### config.mk
export PLATFORM = sky130hd
export DESIGN_NAME = nx_indirect_access_cntrl_flat
export DESIGN_NICKNAME = d
export VERILOG_FILES = /design/src/rtl/nx_indirect_access_cntrl_if.sv /design/src/rtl/nx_indirect_access_cntrl.sv /design/src/flat_wrapper.sv
export SDC_FILE = /design/constraint.sdc
export NUM_CORES = 1
export LEC_CHECK = 0
export BUFFER_PORTS_ARGS = -buffer_cell sky130_fd_sc_hd__buf_2
export CORE_AREA = 2 2 130 132
export CTS_CLUSTER_DIAMETER = 100
export DETAILED_ROUTE_END_ITERATION = 12
export DIE_AREA = 0 0 132 134
export PLACE_DENSITY = 0.66
export SYNTH_ARGS = -nofsm -noshare
export SYNTH_HDL_FRONTEND = slang
export SYNTH_SLANG_ARGS = --single-unit
### constraint.sdc
create_clock -name clk -period 3.5 [get_ports clk]
set_clock_uncertainty 0.05 [all_clocks]
set_input_delay 0.525 -clock clk [delete_from_list [all_inputs] [get_ports clk]]
set_output_delay 0.525 -clock clk [all_outputs]
set_load 0.03 [all_outputs]
### src/rtl/nx_indirect_access_cntrl_if.sv
// Shared memory port between the indirect-access controller and the table.
// The controller drives strobes/address/data; the arbiter returns grant.
interface nx_indirect_access_cntrl_if #(
  parameter int AW = 5,
  parameter int DW = 64,
  parameter int IW = 4
);
  logic          sw_cs;
  logic          sw_ce;
  logic          sw_we;
  logic [AW-1:0] sw_add;
  logic [DW-1:0] sw_wdat;
  logic [DW-1:0] sw_rdat;
  logic          sw_match;
  logic [IW-1:0] sw_aindex;
  logic          grant;
  logic          yield;

  modport master (
    output sw_cs, sw_ce, sw_we, sw_add, sw_wdat, yield,
    input  sw_rdat, sw_match, sw_aindex, grant
  );

  modport slave (
    input  sw_cs, sw_ce, sw_we, sw_add, sw_wdat, yield,
    output sw_rdat, sw_match, sw_aindex, grant
  );
endinterface

### src/rtl/nx_indirect_access_cntrl.sv
// Indirect-access command controller: decodes register commands and
// sequences read/write/compare/reset/init cycles on the shared memory port.
module nx_indirect_access_cntrl #(
  parameter logic [10:0] CMND_ADDRESS = 11'h40C,
  parameter int          N_DATA_BITS  = 64,
  parameter int          N_ENTRIES    = 32,
  parameter int          N_TIMER_BITS = 4,
  parameter logic [15:0] CAPABILITIES = 16'h8023,
  parameter logic [3:0]  MEM_TYPE     = 4'h2,
  localparam int         A = $clog2(N_ENTRIES)
) (
  input  logic                   clk,
  input  logic                   rst_n,
  input  logic                   wr_stb,
  input  logic [10:0]            reg_addr,
  input  logic [3:0]             cmnd_op,
  input  logic [A-1:0]           cmnd_addr,
  input  logic                   cmnd_table_id,
  input  logic [A-1:0]           addr_limit,
  input  logic [N_DATA_BITS-1:0] wr_dat,
  output logic [2:0]             stat_code,
  output logic [4:0]             stat_datawords,
  output logic [A-1:0]           stat_addr,
  output logic                   stat_table_id,
  output logic [15:0]            capability_lst,
  output logic [3:0]             capability_type,
  output logic                   enable,
  output logic [N_DATA_BITS-1:0] rd_dat,
  output logic                   reset,
  nx_indirect_access_cntrl_if.master mem
);

  typedef enum logic [3:0] {
    S_READY,
    S_DO_WRITE,
    S_DO_READ,
    S_READ_DONE,
    S_DO_COMPARE,
    S_COMPARE_WAIT,
    S_COMPARE_DONE,
    S_DO_RESET,
    S_DO_INIT,
    S_PDN,
    S_ERROR
  } state_t;

  localparam logic [2:0] ST_RDY = 3'd0;
  localparam logic [2:0] ST_BSY = 3'd1;
  localparam logic [2:0] ST_TMO = 3'd2;
  localparam logic [2:0] ST_OVR = 3'd3;
  localparam logic [2:0] ST_NXM = 3'd4;
  localparam logic [2:0] ST_UOP = 3'd5;
  localparam logic [2:0] ST_PDN = 3'd7;

  state_t                  state;
  state_t                  nxt;
  logic                    init_r;
  logic                    sim_tmo_r;
  logic [N_TIMER_BITS-1:0] timer_r;
  logic [N_TIMER_BITS-1:0] timer_nxt;
  logic [A-1:0]            rst_addr_r;
  logic                    cs_r;
  logic                    ce_r;
  logic                    we_r;
  logic                    rst_r;
  logic                    rst_or_ini_r;
  logic [2:0]              stat_nxt;

  logic cmd_hit;
  logic cmnd_issued;
  logic op_rd;
  logic op_wr;
  logic op_en;
  logic op_dis;
  logic op_rst;
  logic op_ini;
  logic op_start;
  logic op_cmp;
  logic op_uop;
  logic op_sim;
  logic op_ack;

  logic [A-1:0] maxaddr;
  logic         badaddr;
  logic         igrant;
  logic         timeout;
  logic         busy;
  logic         cs_nxt;
  logic         ce_nxt;
  logic         we_nxt;
  logic         rst_nxt;
  logic         ri_nxt;

  always_comb begin
    cmd_hit  = wr_stb && (reg_addr == CMND_ADDRESS);
    op_rd    = 1'b0;
    op_wr    = 1'b0;
    op_en    = 1'b0;
    op_dis   = 1'b0;
    op_rst   = 1'b0;
    op_ini   = 1'b0;
    op_start = 1'b0;
    op_cmp   = 1'b0;
    op_uop   = 1'b0;
    op_sim   = 1'b0;
    op_ack   = 1'b0;
    if (cmd_hit) begin
      unique case (cmnd_op)
        4'd1:    op_rd    = 1'b1;
        4'd2:    op_wr    = 1'b1;
        4'd3:    op_en    = 1'b1;
        4'd4:    op_dis   = 1'b1;
        4'd5:    op_rst   = 1'b1;
        4'd6,
        4'd7:    op_ini   = 1'b1;
        4'd8:    op_start = 1'b1;
        4'd9:    op_cmp   = 1'b1;
        4'd10,
        4'd11,
        4'd12,
        4'd13:   op_uop   = 1'b1;
        4'd14:   op_sim   = 1'b1;
        4'd15:   op_ack   = 1'b1;
        default: ;
      endcase
    end
    cmnd_issued = cmd_hit && (cmnd_op != 4'd0) && !op_sim;
  end

  // Only table 0 exists, so any other table id is a non-existent address.
  assign maxaddr = init_r ? '0 : addr_limit;
  assign badaddr = cmnd_issued &&
                   ((cmnd_addr > maxaddr) || cmnd_table_id);
  assign igrant  = mem.grant && !sim_tmo_r;
  assign timeout = &timer_r;
  assign busy    = !(state inside {S_READY, S_PDN, S_ERROR});

  always_comb begin
    nxt = state;
    unique case (state)
      S_READY: begin
        unique case (1'b1)
          op_wr:   nxt = S_DO_WRITE;
          op_rd:   nxt = S_DO_READ;
          op_cmp:  nxt = S_DO_COMPARE;
          op_rst:  nxt = S_DO_RESET;
          op_ini:  nxt = S_DO_INIT;
          op_dis:  nxt = S_PDN;
          op_uop:  nxt = S_ERROR;
          default: ;
        endcase
      end
      S_DO_WRITE:     if (igrant) nxt = S_READY;
      S_DO_READ:      if (igrant) nxt = S_READ_DONE;
      S_READ_DONE:    nxt = S_READY;
      S_DO_COMPARE:   if (igrant) nxt = S_COMPARE_WAIT;
      S_COMPARE_WAIT: nxt = S_COMPARE_DONE;
      S_COMPARE_DONE: nxt = S_READY;
      S_DO_RESET:     nxt = S_READY;
      S_DO_INIT: begin
        if (igrant && (rst_addr_r == cmnd_addr)) nxt = S_READY;
      end
      S_PDN:          if (op_en) nxt = S_READY;
      S_ERROR: begin
        if (op_ack) nxt = init_r ? S_PDN : S_READY;
      end
      default:        nxt = S_READY;
    endcase
    if (busy && (timeout || cmnd_issued)) nxt = S_ERROR;
    if (badaddr) nxt = S_ERROR;
  end

  // Error cause is captured once on entry and frozen until acknowledged.
  always_comb begin
    stat_nxt = ST_BSY;
    if (nxt == S_ERROR) begin
      if (state == S_ERROR) stat_nxt = stat_code;
      else if (op_uop)      stat_nxt = ST_UOP;
      else if (badaddr)     stat_nxt = ST_NXM;
      else if (timeout)     stat_nxt = ST_TMO;
      else                  stat_nxt = ST_OVR;
    end else if (nxt == S_PDN) begin
      stat_nxt = ST_PDN;
    end else if (nxt == S_READY) begin
      stat_nxt = ST_RDY;
    end
  end

  always_comb begin
    cs_nxt  = nxt inside {S_DO_WRITE, S_DO_READ, S_DO_COMPARE,
                          S_DO_RESET, S_DO_INIT};
    we_nxt  = nxt inside {S_DO_WRITE, S_DO_RESET, S_DO_INIT};
    ce_nxt  = (nxt == S_DO_COMPARE);
    rst_nxt = (nxt == S_DO_RESET);
    ri_nxt  = nxt inside {S_DO_RESET, S_DO_INIT};
    timer_nxt = (cs_nxt && !igrant) ? timer_r + 1'b1 : '0;
  end

  always_ff @(posedge clk) begin
    if (!rst_n) begin
      state        <= S_READY;
      init_r       <= 1'b0;
      stat_code    <= ST_RDY;
      rd_dat       <= '0;
      timer_r      <= '0;
      sim_tmo_r    <= 1'b0;
      rst_addr_r   <= '0;
      cs_r         <= 1'b0;
      ce_r         <= 1'b0;
      we_r         <= 1'b0;
      rst_r        <= 1'b0;
      rst_or_ini_r <= 1'b0;
    end else begin
      state        <= nxt;
      stat_code    <= stat_nxt;
      timer_r      <= timer_nxt;
      cs_r         <= cs_nxt;
      ce_r         <= ce_nxt;
      we_r         <= we_nxt;
      rst_r        <= rst_nxt;
      rst_or_ini_r <= ri_nxt;

      if (nxt == S_PDN) init_r <= 1'b1;
      else if (state == S_PDN && nxt == S_READY) init_r <= 1'b0;

      if (timeout) sim_tmo_r <= 1'b0;
      else if (op_sim) sim_tmo_r <= 1'b1;

      if (op_start) rst_addr_r <= cmnd_addr;
      else if (op_rst) rst_addr_r <= '0;
      else if (state == S_DO_INIT) rst_addr_r <= rst_addr_r + A'(igrant);

      unique case (state)
        S_READ_DONE:    rd_dat <= mem.sw_rdat;
        S_COMPARE_DONE: rd_dat <= N_DATA_BITS'({mem.sw_match, mem.sw_aindex});
        S_PDN:          rd_dat <= wr_dat;
        default: ;
      endcase
    end
  end

  assign mem.sw_cs   = cs_r;
  assign mem.sw_ce   = ce_r;
  assign mem.sw_we   = we_r;
  assign mem.sw_add  = rst_or_ini_r ? rst_addr_r : cmnd_addr;
  assign mem.sw_wdat = rst_r ? '0 : wr_dat;
  assign mem.yield   = timer_r[N_TIMER_BITS-1];

  assign reset           = rst_r;
  assign enable          = !init_r;
  assign stat_addr       = maxaddr;
  assign stat_datawords  = 5'd1;
  assign stat_table_id   = 1'b0;
  assign capability_lst  = CAPABILITIES;
  assign capability_type = MEM_TYPE;

endmodule

### src/flat_wrapper.sv
// flat-port wrapper written by rule: the top's interface ports become plain ports
module nx_indirect_access_cntrl_flat 
#(
  parameter logic [10:0] CMND_ADDRESS = 11'h40C,
  parameter int          N_DATA_BITS  = 64,
  parameter int          N_ENTRIES    = 32,
  parameter int          N_TIMER_BITS = 4,
  parameter logic [15:0] CAPABILITIES = 16'h8023,
  parameter logic [3:0]  MEM_TYPE     = 4'h2,
  localparam int         A = $clog2(N_ENTRIES)
)
  (clk, rst_n, wr_stb, reg_addr, cmnd_op, cmnd_addr, cmnd_table_id, addr_limit, wr_dat, stat_code, stat_datawords, stat_addr, stat_table_id, capability_lst, capability_type, enable, rd_dat, reset, mem_sw_cs, mem_sw_ce, mem_sw_we, mem_sw_add, mem_sw_wdat, mem_yield, mem_sw_rdat, mem_sw_match, mem_sw_aindex, mem_grant);
  nx_indirect_access_cntrl_if #(.AW(5), .DW(64), .IW(4)) mem_i ();
  input  logic clk;
  input  logic rst_n;
  input  logic wr_stb;
  input  logic [10:0] reg_addr;
  input  logic [3:0] cmnd_op;
  input  logic [A-1:0] cmnd_addr;
  input  logic cmnd_table_id;
  input  logic [A-1:0] addr_limit;
  input  logic [N_DATA_BITS-1:0] wr_dat;
  output logic [2:0] stat_code;
  output logic [4:0] stat_datawords;
  output logic [A-1:0] stat_addr;
  output logic stat_table_id;
  output logic [15:0] capability_lst;
  output logic [3:0] capability_type;
  output logic enable;
  output logic [N_DATA_BITS-1:0] rd_dat;
  output logic reset;
  output wire logic [$bits(mem_i.sw_cs)-1:0] mem_sw_cs;
  output wire logic [$bits(mem_i.sw_ce)-1:0] mem_sw_ce;
  output wire logic [$bits(mem_i.sw_we)-1:0] mem_sw_we;
  output wire logic [$bits(mem_i.sw_add)-1:0] mem_sw_add;
  output wire logic [$bits(mem_i.sw_wdat)-1:0] mem_sw_wdat;
  output wire logic [$bits(mem_i.yield)-1:0] mem_yield;
  input wire logic [$bits(mem_i.sw_rdat)-1:0] mem_sw_rdat;
  input wire logic [$bits(mem_i.sw_match)-1:0] mem_sw_match;
  input wire logic [$bits(mem_i.sw_aindex)-1:0] mem_sw_aindex;
  input wire logic [$bits(mem_i.grant)-1:0] mem_grant;
  assign mem_sw_cs = mem_i.sw_cs;
  assign mem_sw_ce = mem_i.sw_ce;
  assign mem_sw_we = mem_i.sw_we;
  assign mem_sw_add = mem_i.sw_add;
  assign mem_sw_wdat = mem_i.sw_wdat;
  assign mem_yield = mem_i.yield;
  assign mem_i.sw_rdat = mem_sw_rdat;
  assign mem_i.sw_match = mem_sw_match;
  assign mem_i.sw_aindex = mem_sw_aindex;
  assign mem_i.grant = mem_grant;
  nx_indirect_access_cntrl #(.CMND_ADDRESS(CMND_ADDRESS), .N_DATA_BITS(N_DATA_BITS), .N_ENTRIES(N_ENTRIES), .N_TIMER_BITS(N_TIMER_BITS), .CAPABILITIES(CAPABILITIES), .MEM_TYPE(MEM_TYPE)) u_core (.clk(clk), .rst_n(rst_n), .wr_stb(wr_stb), .reg_addr(reg_addr), .cmnd_op(cmnd_op), .cmnd_addr(cmnd_addr), .cmnd_table_id(cmnd_table_id), .addr_limit(addr_limit), .wr_dat(wr_dat), .stat_code(stat_code), .stat_datawords(stat_datawords), .stat_addr(stat_addr), .stat_table_id(stat_table_id), .capability_lst(capability_lst), .capability_type(capability_type), .enable(enable), .rd_dat(rd_dat), .reset(reset), .mem(mem_i));
endmodule
==> flow_summary.json, run 1 <==
{
  "io_buffer_count": 309,
  "worst_path_dominant_cell_family": "compound AO/OA/AOI/OAI gates",
  "grt_use_total_pct": 21.0,
  "regToRegSetupSlack_ns": 0.75,
  "start_util_pct": 32.6,
  "totalWireLength_mm": 19.1,
  "cp_num_buf_inv": 2,
  "internal-power_mw": 1.75,
  "floorplan.die_area_sq_um": 17700,
  "gate_count_post_synth": 739,
  "grt_max_degree": 60,
  "cellLeakagePower_nw": 3.74,
  "drt_iter0_markers": 369,
  "multiInputGateArea_sq_um": 3200,
  "rsz_0062_raised_after_global_routing": "false",
  "async_flop_share_pct": 0,
  "timing.critical_path.to_type": "register",
  "cts_tree": "done",
  "cts.repair_timing.setup_buffer_count": 0,
  "critical_path.max_fanout": 11,
  "maxClockFrequency_mhz": 363,
  "power_switching_share_pct": 27.8,
  "setup_violations": 0,
  "layout.core_utilization_pct": 44.4,
  "wire_per_inst_um": 15.3,
  "timing.hold.worst_endpoint": "u_core.rd_dat[27]",
  "worst_r2r_endpoint": "u_core.stat_code[0]",
  "power.sequential.fraction_pct": 40.8,
  "area_of_the_core_sq_um": 16300,
  "clock_power_share_pct": 43.7,
  "die_w_um": 132,
  "clock_path_buffers": 2,
  "ys_seq_area_share_pct": 32.8,
  "crit_chain": "inv_1 > nand2_1 > ha_1 > nand3_1 > o21bai_1 > a211oi_1 > a22oi_1 > buf_4 > o31ai_2 > o21ai_0 > a32o_1",
  "post_cts.resized_instances": 0,
  "dp_hpwl_mm": 13.9,
  "synth_top_flop_cell": "sky130_fd_sc_hd__dfxtp_1",
  "dieHeight_um": 134,
  "worstHoldStart": "wr_dat[27]",
  "dr_total_vias": 5985,
  "yosys_warnings": 0,
  "max_cap_viol_count": 0,
  "post_cts_hold_buffer_count": 0,
  "commonest_non_fill_non_tap_cells_in_the_layout": "sky130_fd_sc_hd__buf_2 (309), sky130_fd_sc_hd__nand2_1 (190), sky130_fd_sc_hd__dfxtp_1 (86)",
  "regToRegStartpoint": "u_core.init_r",
  "pwr_density_cell_nw_per_um2": 335,
  "share_comb_of_total_power_pct": 15.5,
  "layout_commonest_cell": "sky130_fd_sc_hd__buf_2",
  "hold_class": "in -> reg",
  "final_max_slew_viol_count": 0,
  "clock_tree.root_cell": "sky130_fd_sc_hd__clkbuf_16",
  "clk_latency_ns": 0.34,
  "startpoint_type_of_the_worst_setup_path": "register",
  "fin_crit_ns": 2.75,
  "post_route_clock_period_utilization_pct": 78.7,
  "cpPeakStageDelay_ns": 0.43,
  "number_of_antenna_violations_at_the_first_check_in_global_routing": 1,
  "post_synthesis_mean_instance_area_sq_um": 7.18,
  "n_fill_cell": 1690,
  "first_global_vias": 5564,
  "drt_pre_antenna_iters": 5,
  "syn2layout_area_growth_pct": 36.4,
  "synth_cell_type_count": 58,
  "worst_setup_path_startpoint": "u_core.init_r",
  "outcome": "completed",
  "reg2regPathDepth": 11,
  "min_path_cells": 3,
  "cts_sinks": 87,
  "fin_nets": 1188,
  "grt.overflow.total": 0,
  "ir_worst_vdd_v": 0.000248,
  "gpl.final_weighted_congestion": 0.875,
  "totalPowerFinal_mw": 2.43,
  "crit_type": "reg -> reg",
  "worst-endpoint-arrival_ns": 2.95,
  "num_rows": 47,
  "yosys_register_bits": 87,
  "max_slew.worst_pin.slew_ns": 0.860,
  "route.detailed.drc": 0,
  "slew-limit-headroom_pct": 42.6,
  "hold_violations": 0,
  "fin_tns_setup_ns": 0,
  "syn-cell-area_sq_um": 5310,
  "worst_setup_hold_path_clk_slew_ns": 0.07,
  "synth-edff-count": 0,
  "wire_length_of_the_first_global_routing_pass_mm": 29.5,
  "ioPinCount": 336,
  "critical_path.slowest_cell": "sky130_fd_sc_hd__a211oi_1",
  "p_sw_mw": 0.675,
  "required_ns": 3.69,
  "layout.area.seq_sq_um": 1740,
  "vias_per_cell": 4.81,
  "layout-drive-gt1-share_pct": 36.0,
  "number_of_nets_with_antenna_violations_after_detailed_routing": 0,
  "cts_made_buffers": 9,
  "h_tree_depth_reported_by_cts": 3
}
==> routing by layer <==
metal | vias to the layer above | track usage (%) | part of all wire, % | routed length, um
met5 | - | 0 | 0 | 0
met4 | 0 | 6.46 | 1.6 | 298
met3 | 17 | 4.46 | 7.0 | 1330
met2 | 247 | 36.3 | 49 | 9320
met1 | 2737 | 26.2 | 43 | 8130
li1 | 2984 | - | - | -
==> final cells by class <==
| class | instances | share of cell area, % |
|---|---|---|
| Timing Repair Buffer | 322 | 22.9 |
| Sequential cell | 87 | 24.1 |
| Multi-Input combinational cell | 587 | 44.2 |
| Clock inverter | 7 | 1.33 |
| Antenna cell | 1 | 0.0346 |
| Inverter | 10 | 0.518 |
| Tap cell | 220 | 3.80 |
| Clock buffer | 9 | 3.11 |
==> cells by family after synthesis <==
logic type / count (synthesis) / synth area share, %
fa+ha+maj: 8 / 1.89
flops: 87 / 32.8
simple gates: 400 / 35.0
buf+inv: 89 / 8.93
xor+xnor: 13 / 2.29
compound gates: 134 / 17.6
mux: 6 / 1.30
other cells: 2 / 0.141
==> cells in the mapped netlist (8+ instances only) <==
| cell type | instances | share of area, % |
|---|---|---|
| sky130_fd_sc_hd__a21oi_1 | 28 | 2.6 |
| sky130_fd_sc_hd__a22oi_1 | 65 | 9.2 |
| sky130_fd_sc_hd__buf_1 | 9 | 0.64 |
| sky130_fd_sc_hd__buf_4 | 28 | 4.0 |
| sky130_fd_sc_hd__clkbuf_1 | 35 | 2.5 |
| sky130_fd_sc_hd__dfxtp_1 | 87 | 33 |
| sky130_fd_sc_hd__ha_1 | 8 | 1.9 |
| sky130_fd_sc_hd__inv_1 | 10 | 0.71 |
| sky130_fd_sc_hd__nand2_1 | 190 | 13 |
| sky130_fd_sc_hd__nand3_1 | 13 | 1.2 |
| sky130_fd_sc_hd__nor2_1 | 82 | 5.8 |
| sky130_fd_sc_hd__nor2b_1 | 68 | 8.0 |
| sky130_fd_sc_hd__nor3_1 | 10 | 0.94 |
| sky130_fd_sc_hd__o21ai_0 | 17 | 1.6 |
| sky130_fd_sc_hd__xor2_1 | 9 | 1.5 |
==> state kept, by name (all words and copies together), names as in the netlist <==
register,flops
u_core.init_r,1
u_core.mem.sw_ce,1
u_core.mem.sw_cs,1
u_core.mem.sw_we,1
u_core.rd_dat,64
u_core.reset,1
u_core.rst_addr_r,5
u_core.rst_or_ini_r,1
u_core.sim_tmo_r,1
u_core.stat_code,3
u_core.state,4
u_core.timer_r,4
==> worst min-delay path, delay by kind of cell <==
family | cells | cell delay (ns)
compound gates | 1 | 0.07
buf+inv | 1 | 0.08
simple gates | 1 | 0.07
==> worst max path at each step <==
stage	to	slack [ns]	depth (start not counted)
2_1_floorplan	u_core.stat_code[1]	0.86	10
3_3_place_gp	u_core.timer_r[1]	0.68	8
3_5_place_dp	u_core.stat_code[0]	0.60	8
4_1_cts	u_core.stat_code[0]	0.77	11
5_1_grt	u_core.stat_code[0]	0.52	11
6_report	u_core.stat_code[0]	0.75	11
==> stage by stage <==
stage | area [sq um] | cells | hold slack, ns | setup WS (ns)
floorplan | 5400 | 763 | 0.387 | 0.862
global placement | 6920 | 1226 | 0.410 | 0.679
detailed placement | 6920 | 1226 | 0.409 | 0.597
CTS | 7240 | 1242 | 0.378 | 0.769
global route | 7240 | 1242 | 0.388 | 0.518
finish | 7240 | 1243 | 0.385 | 0.746
==> power by group through the flow <==
stage / Combinational (mW) / Clock (mW) / Sequential [mW]
after global placement: 0.375 / 0 / 1.01
after floorplan: 0.235 / 0 / 1.01
after CTS: 0.377 / 1.09 / 0.989
final: 0.377 / 1.06 / 0.989
after global routing: 0.403 / 1.12 / 0.989
after detailed placement: 0.376 / 0 / 1.01
Note: power is estimated with default switching activity, not from simulation.
==> inputs of run 2 (changes only) <==
ABC_AREA = 1   (was unset)
CORE_AREA = 2 2 132 134   (was 2 2 130 132)
DIE_AREA = 0 0 134 136   (was 0 0 132 134)
PLACE_DENSITY = 0.65   (was 0.66)
clock period = 2.75 ns   (was 3.5 ns; I/O delays follow)
==> run 2 against run 1 <==
  * Cell count rose by 9.8%
  * Die area is 3.0% higher
  * Area after synthesis grew 1.5%
  * Clock power is 12% higher
  * Flip-flop and latch count unchanged
  * Critical path type unchanged
==> flow_summary.json, run 2 <==
{
  "use_met3_pct": 6.90,
  "rsz_0062_raised_after_global_routing": "false",
  "worst-endpoint-arrival_ns": 2.58,
  "required_ns": 2.94,
  "synth_top_cells_by_count": "sky130_fd_sc_hd__nand2_1 (200), sky130_fd_sc_hd__inv_1 (113), sky130_fd_sc_hd__nor2_1 (107), sky130_fd_sc_hd__dfxtp_1 (87), sky130_fd_sc_hd__o21ai_0 (86)",
  "synth_top_cells_by_area": "sky130_fd_sc_hd__dfxtp_1 (32%), sky130_fd_sc_hd__nand2_1 (14%), sky130_fd_sc_hd__o21ai_0 (8.0%)",
  "commonest_non_fill_non_tap_cells_in_the_layout": "sky130_fd_sc_hd__buf_2 (309), sky130_fd_sc_hd__nand2_1 (200), sky130_fd_sc_hd__inv_1 (113)",
  "power_switching_share_pct": 29.9,
  "grt_use_total_pct": 20.2,
  "clk_latency_ns": 0.34,
  "drt_pre_antenna_iters": 7,
  "area_of_the_core_sq_um": 16900,
  "route.detailed.drc": 0,
  "wire_length_of_the_first_global_routing_pass_mm": 29.0,
  "cts_tree": "done",
  "worst_r2r_endpoint": "u_core.stat_code[2]",
  "internal-power_mw": 2.07,
  "cellLeakagePower_nw": 4.12,
  "wire_per_inst_um": 14.0,
  "post_route_clock_period_utilization_pct": 86.9,
  "cts_made_buffers": 9,
  "yosys_warnings": 0,
  "final_max_slew_viol_count": 0,
  "worst_setup_hold_path_clk_slew_ns": 0.07,
  "post_cts.resized_instances": 0,
  "layout-drive-gt1-share_pct": 33.1,
  "clock_power_share_pct": 40.4,
  "critical_path.max_fanout": 6,
  "floorplan.die_area_sq_um": 18200,
  "largest_register": "u_core.rd_dat",
  "post_cts_hold_buffer_count": 0,
  "outcome": "completed",
  "clock_path_buffers": 2,
  "layout.core_utilization_pct": 43.3,
  "fin_tns_setup_ns": 0,
  "worstSetupEndpoint": "u_core.stat_code[2]",
  "layout_commonest_cell": "sky130_fd_sc_hd__buf_2",
  "hold_violations": 0,
  "totalWireLength_mm": 19.2,
  "pwr_density_cell_nw_per_um2": 404,
  "syn-cell-area_sq_um": 5390,
  "ys_seq_area_share_pct": 32.3,
  "crit_chain": "inv_1 > nand2_1 > ha_1 > nand2_1 > nor2_1 > nand2_1 > nand3_1 > nand2_1 > nand2_1 > nand2_1 > nand2_2 > clkinv_2 > nand3_4 > nand2_2 > inv_2 > nand3_2 > o21ai_0 > a21oi_1",
  "dr_total_vias": 6255,
  "yosysTopAreaCellShare_pct": 32.3,
  "path_common_cell": "sky130_fd_sc_hd__nand2_1",
  "power.sequential.fraction_pct": 42.6,
  "post_synthesis_mean_instance_area_sq_um": 6.33,
  "syn2layout_area_growth_pct": 35.6,
  "start_util_pct": 31.9,
  "hold_class": "in -> reg",
  "h_tree_depth_reported_by_cts": 3,
  "grt_max_degree": 75,
  "maxClockFrequency_mhz": 419,
  "max_cap_viol_count": 0,
  "ir_worst_vdd_v": 0.000263,
  "top_regs": "u_core.rd_dat x64, u_core.rst_addr_r x5",
  "regToRegSetupSlack_ns": 0.36,
  "number_of_nets_with_antenna_violations_after_detailed_routing": 0,
  "grt.met2_usage_pct": 34.8,
  "num_rows": 48,
  "vias_per_cell": 4.58,
  "async_flop_share_pct": 0,
  "grt.overflow.total": 0,
  "clock_tree.root_cell": "sky130_fd_sc_hd__clkbuf_16",
  "critical_path.slowest_cell": "sky130_fd_sc_hd__dfxtp_1",
  "synth_top_flop_cell": "sky130_fd_sc_hd__dfxtp_1",
  "fin_nets": 1304,
  "die_w_um": 134,
  "share_comb_of_total_power_pct": 17.0,
  "io_buffer_count": 309,
  "yosys_register_bits": 87,
  "slew-limit-headroom_pct": 51.6,
  "number_of_standard_cells_in_the_final_layout_excluding_fillers": 1365,
  "p_sw_mw": 0.884,
  "startpoint_type_of_the_worst_setup_path": "register",
  "post-synth-top-count-cell": "sky130_fd_sc_hd__nand2_1",
  "dieHeight_um": 136,
  "gate_count_post_synth": 851,
  "setup_violations": 0,
  "worst_setup_path_startpoint": "u_core.init_r",
  "synth_cell_type_count": 36,
  "cts.repair_timing.setup_buffer_count": 0,
  "max_slew.worst_pin.slew_ns": 0.726,
  "max_reg_flops": 64,
  "cpPeakStageDelay_ns": 0.35,
  "global_route.usage.met1_pct": 23.3,
  "regToRegStartpoint": "u_core.init_r",
  "ioPinCount": 336,
  "synth-edff-count": 0,
  "drt_iter0_markers": 362,
  "crit_type": "reg -> reg",
  "dp_hpwl_mm": 14.8,
  "first_global_vias": 5655,
  "gpl.final_weighted_congestion": 0.897,
  "placedCellCount": 1347,
  "synth_largest_area_cell": "sky130_fd_sc_hd__dfxtp_1",
  "reg2regPathDepth": 18,
  "number_of_antenna_violations_at_the_first_check_in_global_routing": 5,
  "fin_crit_ns": 2.39,
  "cts_sinks": 87,
  "grt.busiest_layer": "met2",
  "timing.critical_path.to_type": "register"
}
==> run 2: worst min-delay path by stage <==
stage / endpoint / cells after the start / slack (ns) / startpoint
2_1_floorplan: u_core.timer_r[0] / 1 / 0.37 / u_core.timer_r[0]
3_3_place_gp: u_core.timer_r[0] / 1 / 0.38 / u_core.timer_r[0]
3_5_place_dp: u_core.sim_tmo_r / 2 / 0.39 / u_core.sim_tmo_r
4_1_cts: u_core.rd_dat[61] / 3 / 0.26 / mem_sw_rdat[61]
5_1_grt: u_core.rd_dat[44] / 3 / 0.27 / mem_sw_rdat[44]
6_report: u_core.rd_dat[48] / 3 / 0.27 / mem_sw_rdat[48]
==> run 2: worst max-delay path, delay by kind of cell, from the launching register on <==
| kind | cells | cell delay, ns |
|---|---|---|
| AOI/OAI and AO/OA | 2 | 0.26 |
| buffers and inverters | 3 | 0.29 |
| adders and majority gates | 1 | 0.30 |
| and+or+nand+nor | 12 | 1.03 |
| DFF | 1 | 0.35 |
==> run 2: area by class of cell <==
| class | count | area (sq um) |
|---|---|---|
| antenna | 2 | 5.00 |
| clock buffer | 10 | 239 |
| clock inverter | 6 | 41.3 |
| fill | 1849 | 9570 |
| inverter | 125 | 472 |
| multi-input combinational | 593 | 2890 |
| sequential | 87 | 1740 |
| tap | 225 | 282 |
| timing repair buffer | 317 | 1630 |
==> run 2: power groups by stage <==
stage               Clock [mW]  Sequential [mW]  Combinational (mW)
floorplan                    0             1.29               0.316
detailed placement           0             1.29               0.502
global route              1.27             1.26               0.551
global placement             0             1.29               0.501
CTS                       1.23             1.26               0.504
finish                    1.19             1.26               0.502
==> run 2: logic make-up after synthesis <==
| family | count (synthesis) | share of synthesized area (%) |
|---|---|---|
| AO/OA/AOI/OAI | 185 | 19.2 |
| XOR/XNOR | 6 | 0.975 |
| AND/OR/NAND/NOR | 368 | 29.6 |
| flip-flops | 87 | 32.3 |
| adder cells (fa/ha/maj) | 8 | 1.86 |
| other | 2 | 0.139 |
| buffers and inverters | 195 | 15.9 |
==> run 2: stage by stage <==
| stage | setup slack [ns] | total power, mW | hold WS (ns) | instance area (sq um) |
|---|---|---|---|---|
| after floorplan | 0.426 | 1.60 | 0.368 | 5480 |
| after global placement | 0.450 | 1.79 | 0.382 | 7020 |
| after detailed placement | 0.376 | 1.79 | 0.393 | 7020 |
| after CTS | 0.358 | 2.99 | 0.259 | 7300 |
| after global routing | 0.0771 | 3.08 | 0.274 | 7310 |
| final | 0.361 | 2.95 | 0.274 | 7310 |
==> run 2: layer usage <==
metal / share of wire, % / vias to the layer above
met1: 40 / 2776
met3: 8.9 / 28
met4: 2.1 / 6
met2: 48 / 220
li1: - / 3225
met5: 0.19 / -
